`src/rtl/mem_bridge_pkg.sv`:
```
// mem_bridge_pkg
// Shared definitions for the data-side memory bridge: FSM state encoding,
// load/store width encodings (shared with the pipeline controller), default
// UART register addresses and small store-lane helper functions.
package mem_bridge_pkg;

    // Bridge transaction states
    typedef enum logic [2:0] {
        ST_IDLE  = 3'd0,
        ST_RD1   = 3'd1,
        ST_RD2   = 3'd2,
        ST_WR1   = 3'd3,
        ST_WR2   = 3'd4,
        ST_UWAIT = 3'd5,
        ST_DONE  = 3'd6
    } bridgeState_e;

    // Load width select (mem_rsel)
    localparam logic [1:0] RSEL_WORD  = 2'b00;
    localparam logic [1:0] RSEL_SBYTE = 2'b01;
    localparam logic [1:0] RSEL_UBYTE = 2'b10;
    localparam logic [1:0] RSEL_SHALF = 2'b11;

    // Store width select (mem_wsel)
    localparam logic WSEL_WORD = 1'b0;
    localparam logic WSEL_BYTE = 1'b1;

    // Memory-mapped UART registers
    localparam logic [31:0] DEF_UART_DATA_ADDR = 32'hBFD0_03F8;
    localparam logic [31:0] DEF_UART_STAT_ADDR = 32'hBFD0_03FC;

    // Active-low byte enables for a store: a byte store opens only its lane
    function automatic logic [3:0] storeByteEnN(input logic wsel, input logic [1:0] lane);
        logic [3:0] enN;
        if (wsel == WSEL_BYTE) begin
            enN = ~(4'b0001 << lane);
        end else begin
            enN = 4'b0000;
        end
        return enN;
    endfunction

    // Store data as driven on the SRAM bus: a byte store is replicated to all lanes
    function automatic logic [31:0] storeData(input logic wsel, input logic [31:0] wdata);
        logic [31:0] dout;
        if (wsel == WSEL_BYTE) begin
            dout = {4{wdata[7:0]}};
        end else begin
            dout = wdata;
        end
        return dout;
    endfunction

endpackage

```
`src/rtl/mem_bridge_if.sv`:
```
// mem_bridge_if
// CPU MEM-stage request bus towards the memory bridge.
//   master : CPU side   (drives address/data/enables/widths, receives rdata/busy/done)
//   slave  : bridge side
interface mem_bridge_if;
    logic [31:0] mem_addr;
    logic [31:0] mem_wdata;
    logic        mem_re;
    logic        mem_we;
    logic [1:0]  mem_rsel;
    logic        mem_wsel;
    logic [31:0] mem_rdata;
    logic        busy;
    logic        done;

    modport master (
        output mem_addr, mem_wdata, mem_re, mem_we, mem_rsel, mem_wsel,
        input  mem_rdata, busy, done
    );

    modport slave (
        input  mem_addr, mem_wdata, mem_re, mem_we, mem_rsel, mem_wsel,
        output mem_rdata, busy, done
    );
endinterface

```
`src/rtl/mem_load_align.sv`:
```
// mem_load_align
// Combinational load extraction: picks the byte/half addressed by addrLow out
// of a 32-bit word and sign- or zero-extends it according to rsel.
//   word    in  32 : word read from memory
//   addrLow in  2  : byte address bits [1:0]
//   rsel    in  2  : load width/extension select
//   result  out 32 : aligned, extended load value
module mem_load_align
    import mem_bridge_pkg::*;
(
    input  logic [31:0] word,
    input  logic [1:0]  addrLow,
    input  logic [1:0]  rsel,
    output logic [31:0] result
);

    logic [7:0]  byte_s;
    logic [15:0] half_s;

    // Lane selection; addrLow[0] is irrelevant for halfwords
    always_comb begin
        byte_s = 8'd0;
        case (addrLow)
            2'd0:    byte_s = word[7:0];
            2'd1:    byte_s = word[15:8];
            2'd2:    byte_s = word[23:16];
            2'd3:    byte_s = word[31:24];
            default: byte_s = 8'd0;
        endcase
        if (addrLow[1]) begin
            half_s = word[31:16];
        end else begin
            half_s = word[15:0];
        end
    end

    // Extension according to the requested load width
    always_comb begin
        result = 32'd0;
        case (rsel)
            RSEL_WORD:  result = word;
            RSEL_SBYTE: result = {{24{byte_s[7]}}, byte_s};
            RSEL_UBYTE: result = {24'd0, byte_s};
            RSEL_SHALF: result = {{16{half_s[15]}}, half_s};
            default:    result = word;
        endcase
    end

endmodule

```
`src/rtl/mem_bridge.sv`:
```
// mem_bridge
// Runs CPU MEM-stage loads/stores as multi-cycle transactions to an external
// asynchronous 32-bit SRAM or to the memory-mapped UART registers, stalling
// the pipeline through busy until the one-cycle done pulse.
//   clk, rst            : clock, synchronous active-high reset
//   cpu (slave)         : request bus (addr, wdata, re, we, rsel, wsel / rdata, busy, done)
//   sram_*              : word address, write data, read data, tristate enable,
//                         active-low chip/output/write enables and byte enables
//   uart_*              : transmitter idle/start/data, receiver avail/data/ack
// The bridge drives no tristate itself; sram_dout/sram_doe are combined at
// the board top level.
module mem_bridge
    import mem_bridge_pkg::*;
#(
    parameter logic [31:0] SRAM_BASE       = 32'h8000_0000,
    parameter int          SRAM_WORDS_LOG2 = 21,
    parameter logic [31:0] UART_DATA_ADDR  = DEF_UART_DATA_ADDR,
    parameter logic [31:0] UART_STAT_ADDR  = DEF_UART_STAT_ADDR
) (
    input  logic                       clk,
    input  logic                       rst,
    mem_bridge_if.slave                cpu,
    output logic [SRAM_WORDS_LOG2-1:0] sram_addr,
    output logic [31:0]                sram_dout,
    input  logic [31:0]                sram_din,
    output logic                       sram_doe,
    output logic                       sram_ce_n,
    output logic                       sram_oe_n,
    output logic                       sram_we_n,
    output logic [3:0]                 sram_be_n,
    input  logic                       uart_tx_idle,
    output logic                       uart_tx_start,
    output logic [7:0]                 uart_tx_data,
    input  logic                       uart_rx_avail,
    input  logic [7:0]                 uart_rx_data,
    output logic                       uart_rx_ack
);

    // Window size in bytes, one bit wider so the comparison cannot wrap
    localparam logic [32:0] SRAM_BYTES = 33'd4 << SRAM_WORDS_LOG2;

    bridgeState_e               state_r;
    logic [31:0]                rdata_r;
    logic [SRAM_WORDS_LOG2-1:0] sramAddr_r;
    logic [31:0]                sramDout_r;
    logic                       sramDoe_r;
    logic                       sramCeN_r;
    logic                       sramOeN_r;
    logic                       sramWeN_r;
    logic [3:0]                 sramBeN_r;
    logic                       txStart_r;
    logic [7:0]                 txData_r;
    logic                       rxAck_r;

    logic [31:0] sramOffset_s;
    logic        isSram_s;
    logic        isUartData_s;
    logic        isUartStat_s;
    logic [31:0] alignedLoad_s;

    // Address decode; unsigned subtraction makes addresses below the base wrap out of range
    assign sramOffset_s = cpu.mem_addr - SRAM_BASE;
    assign isSram_s     = ({1'b0, sramOffset_s} < SRAM_BYTES);
    assign isUartData_s = (cpu.mem_addr == UART_DATA_ADDR);
    assign isUartStat_s = (cpu.mem_addr == UART_STAT_ADDR);

    // The request is held stable while busy, so the live address still selects the lane in RD2
    mem_load_align u_align (
        .word    (sram_din),
        .addrLow (cpu.mem_addr[1:0]),
        .rsel    (cpu.mem_rsel),
        .result  (alignedLoad_s)
    );

    // Transaction FSM; every strobe is registered alongside the state it belongs to
    always_ff @(posedge clk) begin
        if (rst) begin
            state_r    <= ST_IDLE;
            rdata_r    <= 32'd0;
            sramAddr_r <= '0;
            sramDout_r <= 32'd0;
            sramDoe_r  <= 1'b0;
            sramCeN_r  <= 1'b1;
            sramOeN_r  <= 1'b1;
            sramWeN_r  <= 1'b1;
            sramBeN_r  <= 4'b1111;
            txStart_r  <= 1'b0;
            txData_r   <= 8'd0;
            rxAck_r    <= 1'b0;
        end else begin
            // UART strobes are single-cycle pulses unless re-armed below
            txStart_r <= 1'b0;
            rxAck_r   <= 1'b0;
            case (state_r)
                ST_IDLE: begin
                    if (cpu.mem_we) begin
                        if (isSram_s) begin
                            sramAddr_r <= sramOffset_s[SRAM_WORDS_LOG2+1:2];
                            sramDout_r <= storeData(cpu.mem_wsel, cpu.mem_wdata);
                            sramBeN_r  <= storeByteEnN(cpu.mem_wsel, cpu.mem_addr[1:0]);
                            sramCeN_r  <= 1'b0;
                            sramWeN_r  <= 1'b0;
                            sramDoe_r  <= 1'b1;
                            state_r    <= ST_WR1;
                        end else if (isUartData_s) begin
                            txData_r <= cpu.mem_wdata[7:0];
                            if (uart_tx_idle) begin
                                txStart_r <= 1'b1;
                                state_r   <= ST_DONE;
                            end else begin
                                state_r <= ST_UWAIT;
                            end
                        end else begin
                            // Status-register and unmapped stores are dropped
                            state_r <= ST_DONE;
                        end
                    end else if (cpu.mem_re) begin
                        if (isSram_s) begin
                            sramAddr_r <= sramOffset_s[SRAM_WORDS_LOG2+1:2];
                            sramBeN_r  <= 4'b0000;
                            sramCeN_r  <= 1'b0;
                            sramOeN_r  <= 1'b0;
                            state_r    <= ST_RD1;
                        end else if (isUartStat_s) begin
                            rdata_r <= {30'd0, uart_rx_avail, uart_tx_idle};
                            state_r <= ST_DONE;
                        end else if (isUartData_s) begin
                            // Byte is captured this edge, so consuming it now is safe
                            rdata_r <= {24'd0, uart_rx_data};
                            rxAck_r <= 1'b1;
                            state_r <= ST_DONE;
                        end else begin
                            rdata_r <= 32'd0;
                            state_r <= ST_DONE;
                        end
                    end else begin
                        state_r <= ST_IDLE;
                    end
                end
                ST_RD1: begin
                    state_r <= ST_RD2;
                end
                ST_RD2: begin
                    rdata_r   <= alignedLoad_s;
                    sramCeN_r <= 1'b1;
                    sramOeN_r <= 1'b1;
                    sramBeN_r <= 4'b1111;
                    state_r   <= ST_DONE;
                end
                ST_WR1: begin
                    // Write pulse ends; data and chip enable stay for hold time
                    sramWeN_r <= 1'b1;
                    state_r   <= ST_WR2;
                end
                ST_WR2: begin
                    sramCeN_r <= 1'b1;
                    sramDoe_r <= 1'b0;
                    sramBeN_r <= 4'b1111;
                    state_r   <= ST_DONE;
                end
                ST_UWAIT: begin
                    if (uart_tx_idle) begin
                        txStart_r <= 1'b1;
                        state_r   <= ST_DONE;
                    end else begin
                        state_r <= ST_UWAIT;
                    end
                end
                ST_DONE: begin
                    // The pipeline advances at the end of this cycle; the old request is ignored
                    state_r <= ST_IDLE;
                end
                default: begin
                    sramDoe_r <= 1'b0;
                    sramCeN_r <= 1'b1;
                    sramOeN_r <= 1'b1;
                    sramWeN_r <= 1'b1;
                    sramBeN_r <= 4'b1111;
                    state_r   <= ST_IDLE;
                end
            endcase
        end
    end

    assign cpu.mem_rdata = rdata_r;
    assign cpu.done      = (state_r == ST_DONE);
    assign cpu.busy      = (cpu.mem_re | cpu.mem_we) & (state_r != ST_DONE);

    assign sram_addr     = sramAddr_r;
    assign sram_dout     = sramDout_r;
    assign sram_doe      = sramDoe_r;
    assign sram_ce_n     = sramCeN_r;
    assign sram_oe_n     = sramOeN_r;
    assign sram_we_n     = sramWeN_r;
    assign sram_be_n     = sramBeN_r;
    assign uart_tx_start = txStart_r;
    assign uart_tx_data  = txData_r;
    assign uart_rx_ack   = rxAck_r;

endmodule

```
`src/flat_wrapper.sv`:
```
// flat-port wrapper written by rule: the top's interface ports become plain ports
module mem_bridge_flat import mem_bridge_pkg::*;
#(
    parameter logic [31:0] SRAM_BASE       = 32'h8000_0000,
    parameter int          SRAM_WORDS_LOG2 = 21,
    parameter logic [31:0] UART_DATA_ADDR  = DEF_UART_DATA_ADDR,
    parameter logic [31:0] UART_STAT_ADDR  = DEF_UART_STAT_ADDR
)
  (clk, rst, sram_addr, sram_dout, sram_din, sram_doe, sram_ce_n, sram_oe_n, sram_we_n, sram_be_n, uart_tx_idle, uart_tx_start, uart_tx_data, uart_rx_avail, uart_rx_data, uart_rx_ack, cpu_mem_addr, cpu_mem_wdata, cpu_mem_re, cpu_mem_we, cpu_mem_rsel, cpu_mem_wsel, cpu_mem_rdata, cpu_busy, cpu_done);
  mem_bridge_if cpu_i ();
  input  logic clk;
  input  logic rst;
  output logic [SRAM_WORDS_LOG2-1:0] sram_addr;
  output logic [31:0] sram_dout;
  input  logic [31:0] sram_din;
  output logic sram_doe;
  output logic sram_ce_n;
  output logic sram_oe_n;
  output logic sram_we_n;
  output logic [3:0] sram_be_n;
  input  logic uart_tx_idle;
  output logic uart_tx_start;
  output logic [7:0] uart_tx_data;
  input  logic uart_rx_avail;
  input  logic [7:0] uart_rx_data;
  output logic uart_rx_ack;
  input wire logic [$bits(cpu_i.mem_addr)-1:0] cpu_mem_addr;
  input wire logic [$bits(cpu_i.mem_wdata)-1:0] cpu_mem_wdata;
  input wire logic [$bits(cpu_i.mem_re)-1:0] cpu_mem_re;
  input wire logic [$bits(cpu_i.mem_we)-1:0] cpu_mem_we;
  input wire logic [$bits(cpu_i.mem_rsel)-1:0] cpu_mem_rsel;
  input wire logic [$bits(cpu_i.mem_wsel)-1:0] cpu_mem_wsel;
  output wire logic [$bits(cpu_i.mem_rdata)-1:0] cpu_mem_rdata;
  output wire logic [$bits(cpu_i.busy)-1:0] cpu_busy;
  output wire logic [$bits(cpu_i.done)-1:0] cpu_done;
  assign cpu_i.mem_addr = cpu_mem_addr;
  assign cpu_i.mem_wdata = cpu_mem_wdata;
  assign cpu_i.mem_re = cpu_mem_re;
  assign cpu_i.mem_we = cpu_mem_we;
  assign cpu_i.mem_rsel = cpu_mem_rsel;
  assign cpu_i.mem_wsel = cpu_mem_wsel;
  assign cpu_mem_rdata = cpu_i.mem_rdata;
  assign cpu_busy = cpu_i.busy;
  assign cpu_done = cpu_i.done;
  mem_bridge #(.SRAM_BASE(SRAM_BASE), .SRAM_WORDS_LOG2(SRAM_WORDS_LOG2), .UART_DATA_ADDR(UART_DATA_ADDR), .UART_STAT_ADDR(UART_STAT_ADDR)) u_core (.clk(clk), .rst(rst), .cpu(cpu_i), .sram_addr(sram_addr), .sram_dout(sram_dout), .sram_din(sram_din), .sram_doe(sram_doe), .sram_ce_n(sram_ce_n), .sram_oe_n(sram_oe_n), .sram_we_n(sram_we_n), .sram_be_n(sram_be_n), .uart_tx_idle(uart_tx_idle), .uart_tx_start(uart_tx_start), .uart_tx_data(uart_tx_data), .uart_rx_avail(uart_rx_avail), .uart_rx_data(uart_rx_data), .uart_rx_ack(uart_rx_ack));
endmodule
```
`config.mk`:
```
export PLATFORM = sky130hd
export DESIGN_NAME = mem_bridge_flat
export DESIGN_NICKNAME = d
export VERILOG_FILES = /design/src/rtl/mem_bridge_pkg.sv /design/src/rtl/mem_bridge_if.sv /design/src/rtl/mem_load_align.sv /design/src/rtl/mem_bridge.sv /design/src/flat_wrapper.sv
export SDC_FILE = /design/constraint.sdc
export NUM_CORES = 1
export LEC_CHECK = 0
export CORE_AREA = 2 2 108 110
export DETAILED_ROUTE_END_ITERATION = 8
export DIE_AREA = 0 0 110 112
export GPL_TIMING_DRIVEN = 0
export PLACE_DENSITY = 0.95
export SYNTH_ARGS = -nofsm -noshare
export SYNTH_HDL_FRONTEND = slang
export SYNTH_SLANG_ARGS = --single-unit
```
`constraint.sdc`:
```
create_clock -name clk -period 3.35 [get_ports clk]
set_input_delay 0.8375 -clock clk [delete_from_list [all_inputs] [get_ports clk]]
set_output_delay 0.8375 -clock clk [all_outputs]
set_load 0.03 [all_outputs]
```
==> results summary <==
Counting distinct cell types in the post-synthesis netlist gives 50. The synthesized area per cell came out at 8.85 um^2. The clock transition time at the flip-flop clock pins of the worst setup and hold paths came out at 70 ps. The final design area excluding fillers is 0.00755 mm^2. The critical path class is input port to output pin. The maximum VDD drop is 0.352 mV. In the synthesized netlist the async set-or-reset flop fraction comes to 0%. The sequential area share after synthesis came out at 43.2%. The detailed-placement wirelength estimate came out at 13300 um. The synthesized design contains 106 register bits. Of the cells placed in the final design, the portion with a size suffix greater than 1 is 6.51%. The synthesized net count is 668. The pin count of the biggest net entering global routing came out at 18. The worst-case setup margin in the final layout came out at 198 ps. The number of placed I/O pins came out at 218. At the pin with the least slew margin, the transition time is 724 ps.

The floorplan step defined a die boundary enclosing 0.0123 mm^2. dfxtp_1 takes more of the synthesized area than any other cell. The congestion estimate from routability-driven global placement came to 0.946. Clock tree synthesis found a total of 106 sinks. The synthesis warning total came out at 0. The total number of vias came out at 5283. Clock tree synthesis selected as its root buffer the cell clkbuf_16. The required time of the worst setup path is 2510 ps.

The initial detailed-routing violation count came out at 508. The number of violations of the max-capacitance limit came out at 0. The final-layout fill cell count is 872. The buffer levels on the longest clock path is 2.

The initial antenna violation count came out at 0. Setup violations remaining at the end of the flow were counted as 0. The count of final max-slew check failures was 0. Among all cell types in the netlist, the one instantiated most often is dfxtp_1. Yosys attributes the largest share of cell area to dfxtp_1 (43%), mux2i_1 (8.8%), nor2_1 (5.7%). The share of the clock period used by the worst path is 94.1%. The remaining max-slew budget at the tightest pin is 51.7%.

The launching element type of the critical path is an input port. After synthesis the cells add up to 0.00491 mm^2. After floorplanning, the core was divided into 39 placement rows. The run finished with clean final reports. The number of placed instances, taps included, is 912. The number of enable flip-flop cells after synthesis came out at 0. The global-route usage over all layers came out at 27.6%. The post-detailed-route wirelength per cell is 18.6 um. The die extent in y is 112 um. The time the worst path needs with I/O delays and setup is 3150 ps.

The wire length of the first global-routing pass came out at 26300 um. The leakage power figure is 2.75 nW. Setup repair after global routing left no endpoint under its margin.

The remaining antenna violation count came out at 0. Once the floorplan was initialized, standard cells occupied 44.0% of the core. The largest fanout on the critical path came out at 4. The share of synthesized area in the top cell type comes to 43.2%. The number of setup buffers added after CTS is 0. The worst setup skew after layout came out at 5.50 ps. The power per cell area came out at 438 mW/mm^2. The final routed wirelength across all metal layers is 17200 um. For this run the aggregate overflow at the end of global routing stands at 0. The DRC violations left is 0. Timing analysis after detailed placement gives a worst setup slack of -160 ps.

The post-synthesis cell count is 555. The leading register cell type out of synthesis is dfxtp_1. The arrival time of the worst setup path came out at 2310 ps.

The path type of the worst min-delay path is flop to flop. During placement, the flow inserted port buffers numbering 214. The post-route non-filler standard cell count is 927. The total CTS buffers came out at 9. The final count of hold timing violations came to 0. The area growth from synthesis to layout is 53.6%. The maximum level of the CTS H-tree is 3. The via count of the first global-routing pass is 5095. The net count reported at finish came out at 892. The clock reaches the later pin of the worst-skew pair after 350 ps. The repair_antennas step left the layout with diodes totalling 0. The first-pass detailed-route iteration total came out at 6.

Once placement finished, the instance area stood at 0.00723 mm^2. The final-layout setup total negative slack is 0 ps. The maximum clock rate is 317 MHz. STA classifies the critical path endpoint as an output pin. The width of the die is 110 um. The core footprint came out at 0.0112 mm^2. TritonCTS built the clock tree. Sorting the synthesized cells by how often they occur yields dfxtp_1 (106), nor2_1 (74), nand2_1 (71). Using the TritonRoute via totals, the vias-per-cell ratio works out to 5.70.
[sequential cells by signal, summed over array words and instances, names as in the netlist]
| signal | count |
|---|---|
| u_core.sram_we_n | 1 |
| u_core.sram_addr | 21 |
| u_core.sram_ce_n | 1 |
| u_core.state_r | 3 |
| u_core.cpu.mem_rdata | 32 |
| u_core.sram_oe_n | 1 |
| u_core.sram_be_n | 4 |
| u_core.uart_tx_start | 1 |
| u_core.sram_dout | 32 |
| u_core.sram_doe | 1 |
| u_core.uart_rx_ack | 1 |
| u_core.uart_tx_data | 8 |
[layout make-up]
type	count	area [um^2]	share of cell area [%]
plain buffers	40	179	2.37
clock buffers	10	229	3.03
clock inverters	6	88.8	1.18
inverters	5	18.8	0.249
multi-input cells	403	2590	34.3
flip-flops and latches	106	2120	28.1
well taps	143	179	2.37
repair buffers	214	2140	28.4
[path summary, 6_finish.rpt]
path	start	endpoint	slack [ps]	cells after the start
worst max-delay path	cpu_mem_re	cpu_busy	200	4
worst min-delay path	u_core.sram_addr[9]	u_core.sram_addr[9]	450	2
worst max register to register	u_core.state_r[0]	u_core.cpu.mem_rdata[18]	1080	6
worst min register to register	u_core.sram_addr[9]	u_core.sram_addr[9]	450	2
[worst max-delay path, stage by stage]
cell	delay, ps
clkdlybuf4s50_1	540
nor2_1	120
nor2_1	130
clkdlybuf4s50_1	690
[report_power, final]
| group | total [mW] | leakage [nW] | switching [mW] | internal, mW |
|---|---|---|---|---|
| logic | 0.805 | 1.74 | 0.442 | 0.363 |
| registers | 1.36 | 0.858 | 0.0356 | 1.32 |
| clock network | 1.14 | 0.149 | 0.487 | 0.657 |
| total | 3.31 | 2.75 | 0.964 | 2.34 |
[cell usage in the layout (no fill, tap or decap), types with 5 or more instances in the layout]
cell type / count
o2bb2ai_1: 17
a221o_1: 11
clkbuf_1: 24
inv_1: 5
a211oi_1: 25
nand3_1: 7
dfxtp_1: 106
o21ai_0: 12
nand2_1: 71
mux2i_1: 43
nor2b_1: 5
nor2_1: 74
mux4_2: 8
clkdlybuf4s50_1: 213
nor3_1: 12
a21oi_1: 51
buf_2: 11
a22oi_1: 5
a31oi_1: 5
clkbuf_16: 9
mux2_2: 7
[metrics by stage]
step | hold slack [ps] | util, % | total power, mW
2_1_floorplan | 576 | - | 1.82
3_3_place_gp | 437 | 64.7 | 2.17
3_5_place_dp | 444 | 64.7 | 2.18
4_1_cts | 454 | 67.5 | 3.32
5_1_grt | 476 | 67.5 | 3.44
6_report | 452 | 67.5 | 3.31
[metal layers]
layer,global-route usage [%],vias to the layer above,wire length (um)
met2,45.5,293,8150
met3,5.68,65,1450
met1,32.8,2455,6660
li1,-,2470,-
met5,0,-,0
met4,15.6,0,937
[what timing repair did]
item | 4_1_cts | 5_1_grt
endpoints found under the hold margin | 0 | 0
hold buffers | 0 | 0
gates resized for setup | 1 | 0
setup endpoints to repair | 1 | 0
[kinds of logic after synthesis]
family,count (synthesis),synth area share (%)
simple gates,203,19.1
compound gates,140,19.2
flops,106,43.2
mux,58,14.0
buf+inv,46,4.10
xor+xnor,2,0.357
Power figures use the tool's default switching activity.
